**config.mk**
```make
export PLATFORM = sky130hd
export DESIGN_NAME = redirect_flush_ctrl
export DESIGN_NICKNAME = d
export VERILOG_FILES = /design/src/rtl/redirect_flush_ctrl.sv
export SDC_FILE = /design/constraint.sdc
export NUM_CORES = 1
export LEC_CHECK = 0
export ABC_AREA = 1
export BUFFER_PORTS_ARGS = -buffer_cell sky130_fd_sc_hd__buf_2
export CELL_PAD_IN_SITES_DETAIL_PLACEMENT = 1
export CELL_PAD_IN_SITES_GLOBAL_PLACEMENT = 1
export CORE_MARGIN = 2
export CORE_UTILIZATION = 33
export DETAILED_ROUTE_END_ITERATION = 10
export GPL_ROUTABILITY_DRIVEN = 1
export PLACE_DENSITY = 0.92
export SLEW_MARGIN = 10
export SYNTH_ARGS = -nofsm -noshare
export SYNTH_HDL_FRONTEND = slang
export SYNTH_SLANG_ARGS = --single-unit
```
**constraint.sdc**
```tcl
create_clock -name Clk -period 8 [get_ports Clk]
set_input_delay 0.4 -clock Clk [delete_from_list [all_inputs] [get_ports Clk]]
set_output_delay 0.4 -clock Clk [all_outputs]
set_load 0.005 [all_outputs]
```
**src/rtl/redirect_flush_ctrl.sv**
```systemverilog
// Redirect/flush controller: picks the oldest redirect by ROB age, strobes FTQ and
// frontend/backend cleans, and holds the flush window open until the ROB reloads.
module redirect_flush_ctrl #(
   parameter int NSRC   = 4,
   parameter int PTRW   = 6,
   parameter int PCW    = 32,
   parameter int CSRIDX = 1
) (
   input  logic                 Clk,
   input  logic                 Rest,
   input  logic [NSRC-1:0]      RedirValid,
   input  logic [NSRC*PTRW-1:0] RedirPtr,
   input  logic [NSRC*PCW-1:0]  RedirPc,
   input  logic [PTRW-1:0]      RobHeadPtr,
   input  logic                 RobStop,
   input  logic                 RobReload,
   input  logic                 RobExcValid,
   input  logic [PCW-1:0]       RobExcPc,
   output logic                 FtqStop,
   output logic                 FtqRedirect,
   output logic [PCW-1:0]       RedirectPc,
   output logic                 FrontClean,
   output logic                 BackClean,
   output logic [PTRW-1:0]      CleanPtr,
   output logic                 CleanAll,
   output logic                 Busy
);

   // state | meaning
   // IDLE  | no flush window open, any source may redirect
   // PEND  | flush window open, only strictly older redirects replace the pending one
   // STOP  | ROB serialising at head, frontend frozen, only the CSR source may redirect
   localparam logic [1:0] IDLE = 2'd0;
   localparam logic [1:0] PEND = 2'd1;
   localparam logic [1:0] STOP = 2'd2;

   logic [1:0]      state;
   logic [1:0]      state_nxt;
   logic [PTRW-1:0] pend_ptr;
   logic            pend_lock;
   logic [PTRW-1:0] pend_age;

   logic [PTRW-1:0] src_ptr [NSRC];
   logic [PCW-1:0]  src_pc  [NSRC];
   logic [PTRW-1:0] src_age [NSRC];
   logic [NSRC-1:0] src_ok;

   logic            win_found;
   logic [PTRW-1:0] win_age;
   logic [PTRW-1:0] win_ptr;
   logic [PCW-1:0]  win_pc;

   logic            do_exc;
   logic            do_reload;
   logic            do_capture;
   logic            do_stop;

   // Ages are taken against the live head every cycle, so wrap never confuses ordering.
   always_comb begin
      for (int i = 0; i < NSRC; i++) begin
         src_ptr[i] = RedirPtr[i*PTRW +: PTRW];
         src_pc[i]  = RedirPc[i*PCW +: PCW];
         src_age[i] = src_ptr[i] - RobHeadPtr;
      end
      pend_age = pend_lock ? '0 : (pend_ptr - RobHeadPtr);
   end

   always_comb begin
      src_ok = '0;
      for (int i = 0; i < NSRC; i++) begin
         case (state)
            IDLE:    src_ok[i] = RedirValid[i];
            PEND:    src_ok[i] = RedirValid[i] && (src_age[i] < pend_age);
            STOP:    src_ok[i] = RedirValid[i] && (i == CSRIDX);
            default: src_ok[i] = 1'b0;
         endcase
      end
   end

   // Strict less-than keeps the lowest index on an age tie.
   always_comb begin
      win_found = 1'b0;
      win_age   = '0;
      win_ptr   = '0;
      win_pc    = '0;
      for (int i = 0; i < NSRC; i++) begin
         if (src_ok[i] && (!win_found || (src_age[i] < win_age))) begin
            win_found = 1'b1;
            win_age   = src_age[i];
            win_ptr   = src_ptr[i];
            win_pc    = src_pc[i];
         end
      end
   end

   always_comb begin
      do_exc     = RobExcValid;
      do_reload  = !RobExcValid && RobReload;
      do_capture = !RobExcValid && !RobReload && win_found;
      do_stop    = !RobExcValid && !RobReload && !win_found && (state == IDLE) && RobStop;
   end

   always_comb begin
      state_nxt = state;
      if (do_exc || do_capture) begin
         state_nxt = PEND;
      end else if (do_reload) begin
         state_nxt = IDLE;
      end else if (do_stop) begin
         state_nxt = STOP;
      end
   end

   always_ff @(posedge Clk or negedge Rest) begin
      if (!Rest) begin
         state     <= IDLE;
         pend_ptr  <= '0;
         pend_lock <= 1'b0;
      end else begin
         state <= state_nxt;
         if (do_exc) begin
            // An exception flushes everything; nothing can be older, so lock the age at 0.
            pend_ptr  <= RobHeadPtr;
            pend_lock <= 1'b1;
         end else if (do_reload) begin
            pend_ptr  <= '0;
            pend_lock <= 1'b0;
         end else if (do_capture) begin
            pend_ptr  <= win_ptr;
            pend_lock <= 1'b0;
         end
      end
   end

   always_ff @(posedge Clk or negedge Rest) begin
      if (!Rest) begin
         FtqStop     <= 1'b0;
         FtqRedirect <= 1'b0;
         RedirectPc  <= '0;
         FrontClean  <= 1'b0;
         BackClean   <= 1'b0;
         CleanPtr    <= '0;
         CleanAll    <= 1'b0;
         Busy        <= 1'b0;
      end else begin
         FtqStop     <= (state_nxt == STOP);
         Busy        <= (state_nxt != IDLE);
         FtqRedirect <= do_exc || do_capture;
         FrontClean  <= do_exc || do_capture;
         BackClean   <= do_exc || do_capture;
         CleanAll    <= do_exc;
         if (do_exc) begin
            RedirectPc <= RobExcPc;
         end else if (do_capture) begin
            RedirectPc <= win_pc;
            CleanPtr   <= win_ptr;
         end
      end
   end

endmodule

```
==> key figures <==
Die
  – Die Wd: around 140 um
  – Die height: around 140 um
  – Core Box Area: 0.0171 sq mm
  – IO Pins: between 200 and 250
  – Full die area: 0.0184 sq mm
  – # rows: 48
  – Initial core utilization: 0.335

Pwr
  – Int Power: approximately 0.94 mW
  – Static Leak: between 4 and 5 nW
  – Pwr/cell area: approximately 270 mW/mm^2
  – Switching share of power: 0.522
  – Pwr Total: just under 2 mW
  – Seq pwr share: 0.189
  – Combinational Power Share: 0.681
  – Sw Pwr: about 1 mW
  – Clock power frac: 0.130
  – Worst VDD drop: ~0.14 mV

Timing
  – Setup_tns: 0 ps
  – Final Critical Period: just over 7000 ps
  – Fin crit share: 0.901
  – Final hold vios: 0
  – Worst slew pin tran: ~1000 ps
  – WHS: roughly 220 ps
  – Final clock skew: 11.1 ps
  – Slew headroom: 0.339
  – # setup viols final: 0
  – Slew Limit Fails: 0
  – FMAX: between 100 and 150 MHz
  – Final worst slack: between 700 and 800 ps
  – RSZ-0062 raised after global routing: false

Setup path
  – Worst path required time: between 8000 and 9000 ps
  – CP Capture Type: flop
  – CP max stage cell: dfrtp_1
  – Max incr delay on CP: approximately 400 ps
  – Reg2reg path depth: 46
  – Element type at the critical path start: flop
  – CP max FO: 28
  – WP data arrival: approximately 7400 ps
  – R2R Path Start: pend_ptr[2]$_DFFE_PN0P_
  – Worst reg2reg setup slack: about 800 ps
  – RR Endpoint: RedirectPc[27]$_DFFE_PN0P_
  – Most frequent CP cell: nand2_1
  – Critical path class: flop to flop

Placement
  – # placed instances: 1319
  – GPL Wtd Cong: 0.939
  – DP Worst Slack: a little under 200 ps
  – Dpl hpwl: roughly 19000 um
  – Port bufs: roughly 240
  – Placed Area: 0.00711 sq mm

CTS
  – Post-CTS Setup Inserts: 0
  – Root buf cell: clkbuf_16
  – Htree depth: 2
  – CTS tree: yes
  – Clock buffer depth: 2
  – Clk slew on worst S/H paths: roughly 80 ps
  – CTS buffer count: 5
  – Clock Latency Late Sink: around 300 ps
  – Clock sink count: slightly above 50

Cells and area
  – Utilization after layout: 0.426
  – Area of the multi-input gates: 0.00394 sq mm
  – Ant diodes: 0
  – Final Cell Area: 0.00730 sq mm
  – Syn-to-layout area delta: 27.3%
  – Layout fillers: 2380
  – Final Non-Filler Cells: 1327
  – Share of cells above drive strength 1: 0.250
  – FF/Latch Area: between 0.001 and 0.0015 sq mm
  – Nets@finish: roughly 1400

Yosys
  – Sequential share of the synthesized area: 0.223
  – Yosys top cell by area: dfrtp_1
  – Synth Cell Area: between 0.005 and 0.006 sq mm
  – Mapped Cells: 890
  – Area contributors post-synth: dfrtp_1, nand2_1, ha_1
  – Syn. warnings: 0
  – Unique masters post-synth: 33
  – EDFF count, synth: 0
  – Most numerous cell in the Yosys netlist: nand2_1
  – Share of the synthesized area in the top cell type: 0.223
  – Commonest cells post-synth: nand2_1, nand3_1, inv_1
  – Commonest register cell after synthesis: dfrtp_1
  – Mean Syn Cell Area: about 6.4 sq um
  – #FFs+latches synth: approximately 50
  – Asr flop ratio synth: 1.00
  – Net Count, Synth: about 1200

Drt
  – Met1 WL: approximately 10000 um
  – DR iter-0 viols: about 380
  – DR top layer: met4
  – DR WL met3: roughly 1600 um
  – ANT nets after route: 0
  – Wire per inst: around 18 um
  – Total number of vias: ~7000
  – Drt first pass iters: 4
  – Met2 routed WL: 11600 um
  – Final wirelength: between 20000 and 25000 um
  – Via density: ~5.3
  – DRC viols: 0

GRT
  – Initial antenna violation count: 0
  – Largest net degree at the start of global routing: 52
  – Grt total ovfl: 0
  – Total track usage: 0.257
  – Vias in the first global route: just over 7000
  – First-pass GRT wire length: ~37000 um

Min path
  – Worst hold path type: primary input to asynchronous set/reset pin

Run status
  – Status: finished clean

Flow run
  – Max Cap Viol: 0
[placed cells by master (no fill, tap or decap), types with 2 or more instances in the layout]
master,synthesis,layout
or2_2,3,3
o21a_1,2,2
nand3b_1,28,28
nor2_1,35,34
o211ai_1,38,38
dfrtp_1,51,51
o221ai_1,2,2
buf_4,3,12
nand2_2,4,4
a211oi_1,4,4
xor2_1,20,20
nand3_1,129,129
buf_2,8,242
o21ai_0,20,20
inv_1,76,76
ha_1,60,60
nand2_1,320,319
clkbuf_16,0,5
fa_1,5,5
a21oi_1,30,29
[logic make-up after synthesis]
family,after synthesis,share of synthesized area
fa+ha+maj,65,0.148
xor+xnor,20,0.0306
compound gates,101,0.110
buf+inv,130,0.0941
flops,51,0.223
simple gates,523,0.394
[worst max path at each step]
stage | from | to | depth (start not counted) | slack [ps]
6_report | pend_ptr[2]$_DFFE_PN0P_ | RedirectPc[27]$_DFFE_PN0P_ | 46 | 800
3_3_place_gp | RobHeadPtr[2] | RedirectPc[27]$_DFFE_PN0P_ | 47 | 720
4_1_cts | pend_ptr[2]$_DFFE_PN0P_ | RedirectPc[27]$_DFFE_PN0P_ | 46 | 470
2_1_floorplan | RobHeadPtr[1] | RedirectPc[10]$_DFFE_PN0P_ | 49 | 910
3_5_place_dp | RobHeadPtr[2] | RedirectPc[21]$_DFFE_PN0P_ | 48 | 200
5_1_grt | pend_ptr[2]$_DFFE_PN0P_ | RedirectPc[21]$_DFFE_PN0P_ | 45 | 70
[worst max-delay path: cells and delay by family (launching register included)]
family	cells	cell delay (ps)
DFF	1	400
buffers and inverters	3	410
xor gates and xnor gates	1	160
AOI/OAI and AO/OA	12	2070
and+or+nand+nor	25	2430
adders and majority gates	5	1580
[flip-flops by register name, summed over array words and instances, names as in the netlist]
name,count
RedirectPc,32
CleanPtr,6
pend_ptr,6
state,2
BackClean,1
Busy,1
CleanAll,1
FtqStop,1
pend_lock,1
[power groups by stage]
stage / clock network, mW / registers [mW] / logic (mW)
2_1_floorplan: 0 / 0.375 / 0.891
4_1_cts: 0.262 / 0.373 / 1.33
6_report: 0.256 / 0.374 / 1.34
3_5_place_dp: 0 / 0.376 / 1.32
3_3_place_gp: 0 / 0.372 / 1.26
5_1_grt: 0.272 / 0.382 / 1.50
[per-layer routing]
metal  vias to the layer above  GRT usage
li1                       3348          -
met4                         0     0.0741
met3                        41     0.0505
met5                         -          0
met2                       282      0.442
met1                      3370      0.325
[cell type report]
type / instances / area share
clock inverter: 3 / 0.00635
tap: 225 / 0.0386
timing repair buffer: 256 / 0.183
sequential: 51 / 0.175
multi-input combinational: 709 / 0.540
clock buffer: 5 / 0.0171
inverter: 78 / 0.0401
[timing repair]
action                     CTS  global route
hold buffers                 0             0
gates resized for setup      0             3
setup endpoints to repair    0            44
Note: power is estimated with default switching activity, not from simulation.
